$ cat src/rtl/rf_arb_pkg.sv
// Shared definitions for the register-file write arbiter.
package rf_arb_pkg;

    localparam int unsigned REG_ADDR_W   = 5;
    localparam int unsigned XLEN_DEFAULT = 32;

    // IDLE: no MDU result queued; PEND: results queued, writeback wins;
    // FORCE: oldest MDU result takes the write port and writeback stalls.
    typedef enum logic [1:0] {
        IDLE  = 2'd0,
        PEND  = 2'd1,
        FORCE = 2'd2
    } arb_state_t;

endpackage

$ cat src/rtl/rf_arb_fifo.sv
// Two-entry FIFO holding MDU results waiting for the register-file port.
module rf_arb_fifo
    import rf_arb_pkg::*;
#(
    parameter int unsigned WIDTH = REG_ADDR_W + XLEN_DEFAULT
) (
    input  logic             clk_i,
    input  logic             reset_i,
    input  logic             push_i,
    input  logic [WIDTH-1:0] push_data_i,
    input  logic             pop_i,
    output logic [1:0]       count_o,
    output logic [1:0]       count_next_o,
    output logic [WIDTH-1:0] head_o
);

    logic [WIDTH-1:0] slot_q [2];
    logic [WIDTH-1:0] slot_d [2];
    logic             wr_ptr_q, wr_ptr_d;
    logic             rd_ptr_q, rd_ptr_d;
    logic [1:0]       count_q, count_d;
    logic             do_push, do_pop;

    // Next-state of storage, pointers and occupancy; push and pop may coincide.
    always_comb begin
        do_push  = push_i && (count_q != 2'd2);
        do_pop   = pop_i  && (count_q != 2'd0);
        slot_d   = slot_q;
        wr_ptr_d = wr_ptr_q;
        rd_ptr_d = rd_ptr_q;
        count_d  = count_q;
        if (do_push) begin
            slot_d[wr_ptr_q] = push_data_i;
            wr_ptr_d         = ~wr_ptr_q;
        end
        if (do_pop) begin
            rd_ptr_d = ~rd_ptr_q;
        end
        case ({do_push, do_pop})
            2'b10:   count_d = count_q + 2'd1;
            2'b01:   count_d = count_q - 2'd1;
            default: count_d = count_q;
        endcase
    end

    // FIFO state registers; reset discards any queued results.
    always_ff @(posedge clk_i or posedge reset_i) begin
        if (reset_i) begin
            slot_q   <= '{default: '0};
            wr_ptr_q <= 1'b0;
            rd_ptr_q <= 1'b0;
            count_q  <= '0;
        end else begin
            slot_q   <= slot_d;
            wr_ptr_q <= wr_ptr_d;
            rd_ptr_q <= rd_ptr_d;
            count_q  <= count_d;
        end
    end

    assign count_o      = count_q;
    assign count_next_o = count_d;
    assign head_o       = slot_q[rd_ptr_q];

endmodule

$ cat src/rtl/rf_write_arbiter.sv
// Arbitrates the single register-file write port between writeback and a
// queued multi-cycle MDU, forcing the MDU through after bounded starvation.
module rf_write_arbiter
    import rf_arb_pkg::*;
#(
    parameter int unsigned STARVE_LIMIT = 4,
    parameter int unsigned XLEN         = XLEN_DEFAULT
) (
    input  logic                  clk_i,
    input  logic                  reset_i,
    input  logic                  wb_valid_i,
    input  logic [REG_ADDR_W-1:0] wb_rd_i,
    input  logic [XLEN-1:0]       wb_data_i,
    input  logic                  mdu_valid_i,
    input  logic [REG_ADDR_W-1:0] mdu_rd_i,
    input  logic [XLEN-1:0]       mdu_data_i,
    output logic                  mdu_ready_o,
    output logic                  stall_o,
    output logic                  rf_we_o,
    output logic [REG_ADDR_W-1:0] rf_waddr_o,
    output logic [XLEN-1:0]       rf_wdata_o
);

    arb_state_t            state_q, state_d;
    logic [3:0]            starve_q, starve_d;
    logic                  rf_we_q, rf_we_d;
    logic [REG_ADDR_W-1:0] rf_waddr_q, rf_waddr_d;
    logic [XLEN-1:0]       rf_wdata_q, rf_wdata_d;

    logic                  grant_wb, grant_mdu;
    logic                  push;
    logic [1:0]            fifo_count, fifo_count_next;
    logic [REG_ADDR_W-1:0] head_rd;
    logic [XLEN-1:0]       head_data;

    assign mdu_ready_o = ~reset_i & (fifo_count != 2'd2);
    assign push        = mdu_valid_i & mdu_ready_o;

    rf_arb_fifo #(
        .WIDTH (REG_ADDR_W + XLEN)
    ) u_fifo (
        .clk_i        (clk_i),
        .reset_i      (reset_i),
        .push_i       (push),
        .push_data_i  ({mdu_rd_i, mdu_data_i}),
        .pop_i        (grant_mdu),
        .count_o      (fifo_count),
        .count_next_o (fifo_count_next),
        .head_o       ({head_rd, head_data})
    );

    // State, starvation counter and write-port registers.
    always_ff @(posedge clk_i or posedge reset_i) begin
        if (reset_i) begin
            state_q    <= IDLE;
            starve_q   <= '0;
            rf_we_q    <= 1'b0;
            rf_waddr_q <= '0;
            rf_wdata_q <= '0;
        end else begin
            state_q    <= state_d;
            starve_q   <= starve_d;
            rf_we_q    <= rf_we_d;
            rf_waddr_q <= rf_waddr_d;
            rf_wdata_q <= rf_wdata_d;
        end
    end

    // Next state: IDLE/PEND follow the post-update occupancy; FORCE lasts one cycle.
    always_comb begin
        if (grant_mdu) begin
            starve_d = '0;
        end else if ((state_q == PEND) && grant_wb && (starve_q != 4'hF)) begin
            starve_d = starve_q + 4'd1;
        end else begin
            starve_d = starve_q;
        end

        state_d = state_q;
        unique case (state_q)
            PEND: begin
                if (fifo_count_next == 2'd0) begin
                    state_d = IDLE;
                end else if (starve_d >= 4'(STARVE_LIMIT)) begin
                    state_d = FORCE;
                end else begin
                    state_d = PEND;
                end
            end
            IDLE, FORCE: state_d = (fifo_count_next == 2'd0) ? IDLE : PEND;
            default:     state_d = IDLE;
        endcase
    end

    // Grant decode from the state register; stall depends on state alone.
    always_comb begin
        grant_wb  = 1'b0;
        grant_mdu = 1'b0;
        stall_o   = 1'b0;
        unique case (state_q)
            IDLE: grant_wb = wb_valid_i;
            PEND: begin
                grant_wb  = wb_valid_i;
                grant_mdu = ~wb_valid_i;
            end
            FORCE: begin
                grant_mdu = 1'b1;
                stall_o   = 1'b1;
            end
            default: ;
        endcase
    end

    // Write-port next values; x0 grants update address/data but never write.
    always_comb begin
        rf_we_d    = 1'b0;
        rf_waddr_d = rf_waddr_q;
        rf_wdata_d = rf_wdata_q;
        if (grant_mdu) begin
            rf_we_d    = (head_rd != '0);
            rf_waddr_d = head_rd;
            rf_wdata_d = head_data;
        end else if (grant_wb) begin
            rf_we_d    = (wb_rd_i != '0);
            rf_waddr_d = wb_rd_i;
            rf_wdata_d = wb_data_i;
        end
    end

    assign rf_we_o    = rf_we_q;
    assign rf_waddr_o = rf_waddr_q;
    assign rf_wdata_o = rf_wdata_q;

endmodule

$ cat config.mk
export PLATFORM = sky130hd
export DESIGN_NAME = rf_write_arbiter
export DESIGN_NICKNAME = d
export VERILOG_FILES = /design/src/rtl/rf_arb_pkg.sv /design/src/rtl/rf_arb_fifo.sv /design/src/rtl/rf_write_arbiter.sv
export SDC_FILE = /design/constraint.sdc
export NUM_CORES = 1
export LEC_CHECK = 0
export ABC_AREA = 1
export ABC_CLOCK_PERIOD_IN_PS = 5700
export CORE_MARGIN = 2
export CORE_UTILIZATION = 52
export CTS_BUF_LIST = sky130_fd_sc_hd__clkbuf_8
export CTS_CLUSTER_DIAMETER = 60
export CTS_CLUSTER_SIZE = 28
export DETAILED_ROUTE_END_ITERATION = 12
export DONT_BUFFER_PORTS = 1
export PLACE_DENSITY = 0.67
export SYNTH_ARGS = -nofsm -noshare
export SYNTH_HDL_FRONTEND = slang
export SYNTH_SLANG_ARGS = --single-unit
$ cat constraint.sdc
create_clock -name clk_i -period 5.7 [get_ports clk_i]
set_clock_uncertainty 0.1 [all_clocks]
set_input_delay 1.14 -clock clk_i [delete_from_list [all_inputs] [get_ports clk_i]]
set_output_delay 1.14 -clock clk_i [all_outputs]
set_load 0.05 [all_outputs]
==> results by stage <==
Die:
- The area of the die is between 0.01 and 0.015 sq mm.
- The effective utilization at floorplan is a little over half.
- The floorplan step set the die width to between 100 and 150 um.
- The area of the core region is between 0.01 and 0.015 sq mm.
- The die span in y is 107 um.
- During I/O placement, the number of pins put on the boundary was around 120.
- In this run the core area contains 37 standard-cell rows.

Final layout:
- The final layout net count is 700.
- The count of inserted antenna diode cells is 0.
- The area added between synthesis and finish is 7.84%.
- Leaving out fill and tap cells, the most frequent cells in the layout are 178 x nand2_1, 122 x dfrtp_1, 58 x nand3_1, 55 x inv_1, 48 x nor2_1.
- Of the cells placed in the final design, the portion with a size suffix greater than 1 is roughly a tenth.
- The most common library cell in the layout ignoring fill and taps is nand2_1.

STA:
- The ratio of final minimum period to clock period is a little over half.
- Setup repair after global routing left no endpoint under its margin.
- Based on the critical path, the design can be clocked at up to about 0.34 GHz.
- Setup total negative slack on the finished layout was measured at 0 ns.
- Counting I/O delays and the setup requirement, the final critical path takes a little under 3 ns.
- For the pin with the worst max-slew slack, the measured transition is between 1 and 1.5 ns.
- Headroom to the max-slew limit came out at 24.7%.
- The number of failing setup endpoints in the final timing report is 0.
- The final max-slew violation count is 0.
- The number of hold-slack violations in the final timing report came to 0.
- The worst path meets setup with between 2 and 3 ns of slack.

Place:
- The total half-perimeter wirelength after legalization and detailed placement is 7700 um.
- Prior to clock tree synthesis, the placed netlist has a worst setup slack of between 2 and 3 ns.
- The count of buffers inserted at the top-level ports is 0.
- At the end of routability-driven placement, the weighted congestion stood at approximately 0.8.

Synthesis:
- The top cell type's share of synthesized area is roughly 55%.
- The mapped netlist covers about 0.0055 sq mm.
- The synthesized netlist contains 29 unique library cells.
- The proportion of synthesized chip area in sequential cells is about 55%.
- The Yosys warning count is 0.
- The synthesized area divided by synthesized cell count is roughly 8.7 sq um.
- After synthesis, the cell types taking the most area are dfrtp_1 55%, nand2_1 12%, nand3_1 5.4%.
- The total nets after synthesis is 715.
- dfrtp_1 takes more of the synthesized area than any other cell.
- The flop and latch count out of synthesis is 122.
- The synthesized netlist cell count is 631.

Setup path:
- STA classifies the critical path startpoint as a flop.
- The most used cell along the critical path is nand2_1.
- Together, buffers and inverters on the worst path number 3.
- The largest stage delay on the critical path is 0.53 ns.
- The master of the slowest instance on the critical path is inv_2.
- The element type at the critical path end is a flop.
- Walking the worst path, the cells encountered are inv_1 > ha_1 > o21bai_1 > nand2_2 > buf_4 > nand2_1 > inv_2 > nand2_1 > o311ai_0.
- The setup path with the least slack is of type flop to flop.
- The required time of the critical path is roughly 5.9 ns.
- The cell family contributing the most delay on the critical path is buffers and inverters.
- The data arrival time of the worst path is ~3.2 ns.
- The maximum fanout along the worst path is 66.

Run:
- The number of maximum-capacitance constraint violations is 0.

Global routing:
- The sum of overflow across all layers after global routing is 0.
- For this run, the total global-route usage over all layers was measured as 23.0%.
- The initial antenna violation count is 0.
- The first global-routing pass estimated about 20,000 um of wire.
- The number of global-route vias before repair is 4,131.
- Entering global routing, the biggest net connects 90 pins.

Route:
- After the first detailed-routing iteration, the DRC count stood at between 300 and 400.
- The per-cell via count in the routed design is about 5.4.
- The total length of routed wires is 12,200 um.
- The detail route stage leaves a number of antenna-violating nets equal to 0.
- The number of remaining DRC errors is 0.
- The via count is slightly above 4,000.
- The detailed-router iteration count before antenna repair is 5.
- After detailed routing, the average wire length per cell comes to approximately 16 um.

Power and ir drop:
- The analysis attributes to net switching a power of 1.85 mW.
- The clock network is responsible for about 20% of the overall power.
- The combinational share of power is 30.1%.
- The total leakage power is 2.93 nW.
- Net switching is 46.5% of the power.
- The worst ir drop on vdd is approximately 0.00028 V.
- Cell internal power was estimated by the tool at 2.13 mW.
- The relative contribution of sequential cells to total power is between 50% and 60%.
- The power density normalized to cell area is roughly 670 mW/mm^2.

Clocking:
- No sink is reached through more buffers than the 2 on the longest clock path.
- The number of gates resized after cts is 0.
- Buffers inserted during clock tree synthesis total 17.
- Post-CTS timing repair inserted 0 buffers for setup.
- The clock-pin slew of the registers on the worst-case setup and hold paths is 0.07 ns.
- The H-tree was split into 4 levels.
- For this design, the sink count on the clock tree is around 120.
- The clock reaches the later pin of the worst-skew pair after ~0.43 ns.
- TritonCTS built the clock tree.
- After clock tree synthesis, the flow added hold-fix buffers numbering 0.
- The cell at the root of the clock tree is clkbuf_8.

Min path:
- The type of the worst min-delay path is flop to flop.

Status:
- The flow ran to the end, and the final reports show no timing, DRC or antenna violations.
==> layout make-up <==
type,count,area (sq um)
clock buffer,17,234
timing repair buffer,4,30.0
multi-input combinational,413,2060
clock inverter,15,176
sequential,122,3050
fill,950,4380
inverter,58,220
tap,136,170
==> worst register-to-register path: stages, from the launching register on <==
cell      delay [ns]
dfrtp_1         0.38
inv_1           0.07
ha_1            0.40
o21bai_1        0.26
nand2_2         0.07
buf_4           0.51
nand2_1         0.23
inv_2           0.53
nand2_1         0.14
o311ai_0        0.14
==> metal layers <==
layer	part of all wire [%]	GRT usage, %	routed length (um)	vias to the layer above
li1	-	-	-	2021
met1	42	28.8	5140	1943
met3	9.3	9.48	1130	13
met4	0.96	6.59	117	0
met2	48	36.7	5780	145
met5	0	0	0	-
==> synthesized netlist by cell type, drive strengths merged <==
| cell | instances |
|---|---|
| nand3 | 59 |
| buf | 19 |
| inv | 58 |
| and2 | 2 |
| ha | 6 |
| a21oi | 6 |
| nor2 | 48 |
| xor2 | 2 |
| nand2 | 180 |
| o311ai | 22 |
| dfrtp | 122 |
| o21ai | 76 |
| o211ai | 4 |
| or2 | 2 |
| clkbuf | 19 |
| nand4 | 2 |
| o31ai | 2 |
| o221ai | 1 |
| o21bai | 1 |
==> stage by stage <==
| stage | instances | instance area [sq um] | hold WS (ns) | util, % | total power, mW |
|---|---|---|---|---|---|
| final | 765 | 5940 | 0.385 | 57.5 | 3.98 |
| after global routing | 765 | 5940 | 0.401 | 57.5 | 4.29 |
| after CTS | 765 | 5940 | 0.389 | 57.5 | 4.01 |
| after detailed placement | 733 | 5530 | 0.371 | 53.6 | 3.22 |
| after global placement | 733 | 5530 | 0.360 | 53.6 | 3.15 |
| after floorplan | 631 | 5510 | 0.346 | - | 2.92 |
==> registers in the layout, summed over array words and instances (netlist names) <==
signal and flops:
u_fifo.slot_q 74, rf_wdata_o 32, rf_waddr_o 5, starve_q 4
state_q 2, u_fifo.count_o 2, rf_we_o 1, u_fifo.rd_ptr_q 1
u_fifo.wr_ptr_q 1
==> kinds of logic (layout without fill, tap and decap cells) <==
family                   Yosys count  in the layout  synth area share [%]
adder cells (fa/ha/maj)            6              6                  1.36
flip-flops                       122            122                  55.4
AND/OR/NAND/NOR                  293            293                  21.7
buffers and inverters             96             94                  7.59
AO/OA/AOI/OAI                    112            112                  13.6
XOR/XNOR                           2              2                 0.318
==> worst paths after layout <==
kind	end	depth (start not counted)	startpoint	slack [ns]
max in group asynchronous	u_fifo.slot_q[21]	2	reset_i	3.71
setup reg to reg	rf_wdata_o[19]	9	state_q[0]	2.73
setup / recovery	rf_wdata_o[19]	9	state_q[0]	2.73
min in group asynchronous	u_fifo.count_o[1]	1	reset_i	0.76
hold reg to reg	u_fifo.slot_q[14]	2	u_fifo.slot_q[14]	0.39
hold / removal	u_fifo.slot_q[14]	2	u_fifo.slot_q[14]	0.39
==> power groups by stage <==
stage	combinational, mW	clock (mW)	sequential [mW]
6_report	1.20	0.786	1.99
5_1_grt	1.40	0.848	2.05
4_1_cts	1.21	0.803	1.99
3_5_place_dp	1.21	0	2.01
3_3_place_gp	1.15	0	2.00
2_1_floorplan	0.990	0	1.93
Power figures use the tool's default switching activity.
==> edit 1: new RTL, config.mk and constraints unchanged <==
`REG_ADDR_W`: 5 -> 6.
--- a/src/rtl/rf_arb_pkg.sv
+++ b/src/rtl/rf_arb_pkg.sv
@@ -3,3 +3,3 @@
 
-    localparam int unsigned REG_ADDR_W   = 5;
+    localparam int unsigned REG_ADDR_W   = 6;
     localparam int unsigned XLEN_DEFAULT = 32;
Ports: changed (resized mdu_rd_i, rf_waddr_o and wb_rd_i); port bits go from 118 to 121. The function was not compared with the original's and may differ.
==> edit 1 against the original RTL <==
  * Synthesized cell count increased by 3.0%
  * Power increased by 1.3%
  * Routed wire length increased by 4.6%
  * Final area increased by 2.0%
  * Sequential cell count increased by 3
  * Global-route usage increased by 0.50 points
  * Critical path depth increased by 3
  * Setup slack improved by 29 ps
  * Area after synthesis increased by 2.2%
  * Critical path type unchanged
  * Critical endpoint is now state_q[1]$_DFF_PP0_
  * Highest routed layer unchanged
==> edit 1: results (changes against the original RTL) <==
- Outcome: completed
- Inst Count DP: 751 (+2.5%)
- Crit Path Max Fanout: 48 (-27%)
- Worst R2R End: state_q[1]$_DFF_PP0_
- Gpl congestion: 0.779 (-0.80%)
- Pre-CTS WS: 2670 ps (+8.71 ps)
- Largest cells by area after synthesis: dfrtp_1 56%, nand2_1 11%, nand3_1 6.8%, inv_1 5.6%, o21ai_0 4.9%
- Slew @ Worst Pin: 1130 ps (+7.05 ps)
- Seq/Total Area, Yosys: 55.6% (+0.16 points)
- Layout cells sized above 1: 6.81% (-3.7 points)
- Total track usage: 23.4% (+0.50 points)
- Syn Nets: 736 (+2.9%)
- Hold Path Origin: u_fifo.slot_q[29]$_DFFE_PP0P_
- First-pass GRT wire length: 20.8 mm (+2.3%)
- Final nets: 720 (+2.9%)
- CP Data Arrival Time: 3190 ps (+20 ps)
- Min Hold Slack: 385 ps (-0.240 ps)
- Worst reg2reg path depth: 12 (+3)
- Most common library cells after synthesis: 166 x nand2_1, 125 x dfrtp_1, 84 x inv_1, 77 x nand3_1, 55 x o21ai_0
- VDD IR max: 0.310 mV (+11%)
- Max reg flops: 76 (+2.7%)
- Synth Instances: 650 (+3.0%)
- Detailed placer's ending HPWL: 8.26 mm (+7.4%)
- Vias: 4240 (+2.9%)
- Switching Share: 46.1% (-0.36 points)
edit 1: changes by cell type after synthesis, moves of 18 or more:
cell	before	now
nor2_1	48	8
o21ai_2	20	0
inv_1	55	84
o311ai_0	18	0
o211ai_1	4	34
o21ai_1	10	30
nand3_1	59	77
edit 1: cell families after synthesis:
logic type / after synthesis / synth area share [%]
AOI/OAI and AO/OA: 126 / 13.0
xor gates and xnor gates: 2 / 0.311
adders and majority gates: 6 / 1.33
buffers and inverters: 126 / 9.27
DFF: 125 / 55.6
muxes: 8 / 1.42
and+or+nand+nor: 257 / 19.1
edit 1: layer usage:
layer | global-route usage (%) | vias to the layer above | routed length (um)
met5 | 0 | - | 0
met4 | 8.70 | 0 | 191
met3 | 8.14 | 15 | 1020
met2 | 36.9 | 125 | 5980
met1 | 30.1 | 2026 | 5530
li1 | - | 2074 | -
edit 1: power groups by stage:
stage / Sequential, mW / Clock, mW / Combinational (mW)
floorplan: 1.98 / 0 / 0.998
global placement: 2.08 / 0 / 1.14
detailed placement: 2.10 / 0 / 1.19
CTS: 2.08 / 0.781 / 1.20
global route: 2.14 / 0.824 / 1.38
finish: 2.08 / 0.767 / 1.18
edit 1: cell type report:
class	count	area, um2
clock inverters	9	93.8
well taps	136	170
clock buffers	22	303
multi-input cells	399	2000
fillers	985	4360
flip-flops and latches	125	3130
repair buffers	5	37.5
inverters	86	325
edit 1: worst max-delay path: stages, from the launching register on:
cell      delay (ps)
dfrtp_1          400
inv_1             90
ha_1             510
o21bai_1         210
nand2_2          110
buf_4            310
a21oi_1          280
ha_1             300
nor2_1           150
nand3_1          100
nand3_1          120
nand2_1           60
a21oi_1          120
==> edit 2: new RTL, same flow settings <==
Made on the original files. Re-encode `arb_state_t` (3 states) as one-hot, 3 bits wide.
--- a/src/rtl/rf_arb_pkg.sv
+++ b/src/rtl/rf_arb_pkg.sv
@@ -8,6 +8,6 @@
     // FORCE: oldest MDU result takes the write port and writeback stalls.
-    typedef enum logic [1:0] {
-        IDLE  = 2'd0,
-        PEND  = 2'd1,
-        FORCE = 2'd2
+    typedef enum logic [2:0] {
+        IDLE  = 3'b001,
+        PEND  = 3'b010,
+        FORCE = 3'b100
     } arb_state_t;
Check against the original RTL: same outputs for any inputs over 4 cycles, from zero or initial values and one cycle with reset_i high; so few cycles prove little.
==> edit 2 against the original RTL <==
  * Power increased by 0.87%
  * Routed wire length is 2.1% higher
  * Area after synthesis is 3.0% higher
  * Setup slack worse by 330 ps
  * Synthesized cell count rose by 7.8%
  * Final area grew 2.9%
  * Core utilization down 0.64 points
  * First-iteration DRC count is 19% lower
  * Sequential cell count up 1
  * Critical path type unchanged
  * Largest cell class unchanged
==> edit 2: results (changes against the original RTL) <==
- Outcome: completed
- First-pass iteration count of the detailed router: 7 (+2)
- Crit path largest cell delay: 690 ps (+160 ps)
- Leak: 3.10 nW (+5.7%)
- Total track usage: 22.3% (-0.68 points)
- Reg2Reg Setup Slack: 2400 ps (-330 ps)
- Vias per cell: 5.29 (-1.7%)
- Largest cells by area after synthesis: dfrtp_1 54%, nand2_1 17%, a31oi_1 4.0%, o21ai_1 4.0%, inv_1 3.2%
- FF-to-FF Start: state_q[1]$_DFF_PP0_
- Top Family by Delay on Critical Path: simple AND/OR/NAND/NOR gates
- Max reg flops: 74 (unchanged)
- Largest register by flop count: u_fifo.slot_q
- 1st-iter DRT viols: 307 (-19%)
- Clock buffer count from CTS: 17 (unchanged)
- Hold Path Origin: u_fifo.slot_q[61]$_DFFE_PP0P_
- Hold worst-path end: u_fifo.slot_q[61]$_DFFE_PP0P_
- Ys Warns: 0 (unchanged)
- Clock buffer depth: 2 (unchanged)
- Post-synth top flop: dfrtp_1
- H-tree Lvls: 4 (unchanged)
- Setup CP Type: flop to flop
- Most common library cells after synthesis: 260 x nand2_1, 122 x dfrtp_1, 49 x inv_1, 46 x nor2_1, 45 x o21ai_1
- Cell Area, Placed: 5650 um2 (+2.2%)
- Ys async rst share: 100% (unchanged)
- First-pass GRT wire length: 20.3 mm (-0.27%)
- Library cells used by synthesis: 35 (+21%)
- Input/output buffers: 0 (unchanged)
- Slew @ Worst Pin: 1020 ps (-103 ps)
- Crit Path Max Fanout: 43 (-35%)
- Diodes inserted: 0 (unchanged)
- Clock root buffer master: clkbuf_8
- Setup crit end: state_q[1]$_DFF_PP0_
- Reg clk slew, reported paths: 70 ps (about the same)
- Largest net degree at the start of global routing: 79 (-12%)
- Antenna violations before repair: 0 (unchanged)
- WL final: 12.4 mm (+2.1%)
- Slowest-stage cell, CP: nor3_4
- Number of global-route vias before repair: 4108 (-0.56%)
- VDD IR max: 0.218 mV (-22%)
- Worst Hold Path Cells: 2 (unchanged)
- Layout cells sized above 1: 11.7% (+1.2 points)
- Seq/Total Area, Yosys: 54.3% (-1.2 points)
- Syn Nets: 760 (+6.3%)
- Tightest Hold Check Type: flop to flop
- Post-CTS setup buffer count: 0 (unchanged)
- Detailed placer's ending HPWL: 7.86 mm (+2.2%)
- Worst reg2reg path depth: 10 (+1)
- Final nets: 744 (+6.3%)
- Worst skew pair latency: 420 ps
- Gpl congestion: 0.832 (+6.1%)
- CTS resizes: 0 (unchanged)
[edit 2: cell types whose count changed after synthesis, moves of 4 or more]
cell      change
nand2_1      +81
nand3_1      -48
a31oi_1      +36
o21ai_1      +35
o21ai_0      -32
o311ai_0     -18
clkbuf_1     -11
nand2_2      +10
buf_2         +9
inv_1         -6
buf_4         +5
ha_1          -4
o311ai_1      -4
[edit 2: stage by stage]
step	hold WS (ps)	instances	util (%)	setup slack [ps]
finish	388	816	56.9	2400
global route	408	816	56.9	2130
CTS	387	816	56.9	2390
detailed placement	370	785	52.6	2110
global placement	365	785	52.6	2190
floorplan	353	680	-	1190
[edit 2: per-layer routing]
metal	GRT usage [%]	share of wire (%)
met5	0	0
met2	33.9	48
met3	6.69	6.2
met4	7.33	1.3
met1	30.5	45
[edit 2: kinds of logic (layout without fill, tap and decap cells)]
kind of cell	after synthesis	count (layout)	synth area share [%]
compound gates	119	119	12.7
xor+xnor	2	2	0.309
buf+inv	92	88	7.63
simple gates	341	341	24.5
mux	1	1	0.176
fa+ha+maj	2	2	0.441
flops	123	123	54.3
[edit 2: where the power goes]
part	total (mW)	internal [mW]	switching (mW)
Sequential	2.02	1.28	0.736
Combinational	1.10	0.396	0.709
Clock	0.885	0.560	0.326
[edit 2: layout make-up]
class                           count  area, um2
Tap cell                          140        175
Multi-Input combinational cell    465       2170
Clock inverter                     10        171
Timing Repair Buffer                3       22.5
Inverter                           54        205
Fill cell                        1010       4630
Clock buffer                       21        289
Sequential cell                   123       3080
[edit 2: tightest hold or removal path: stages, from the launching register on]
cell,delay [ps]
dfrtp_1,340
nand2_1,70
o21ai_2,50
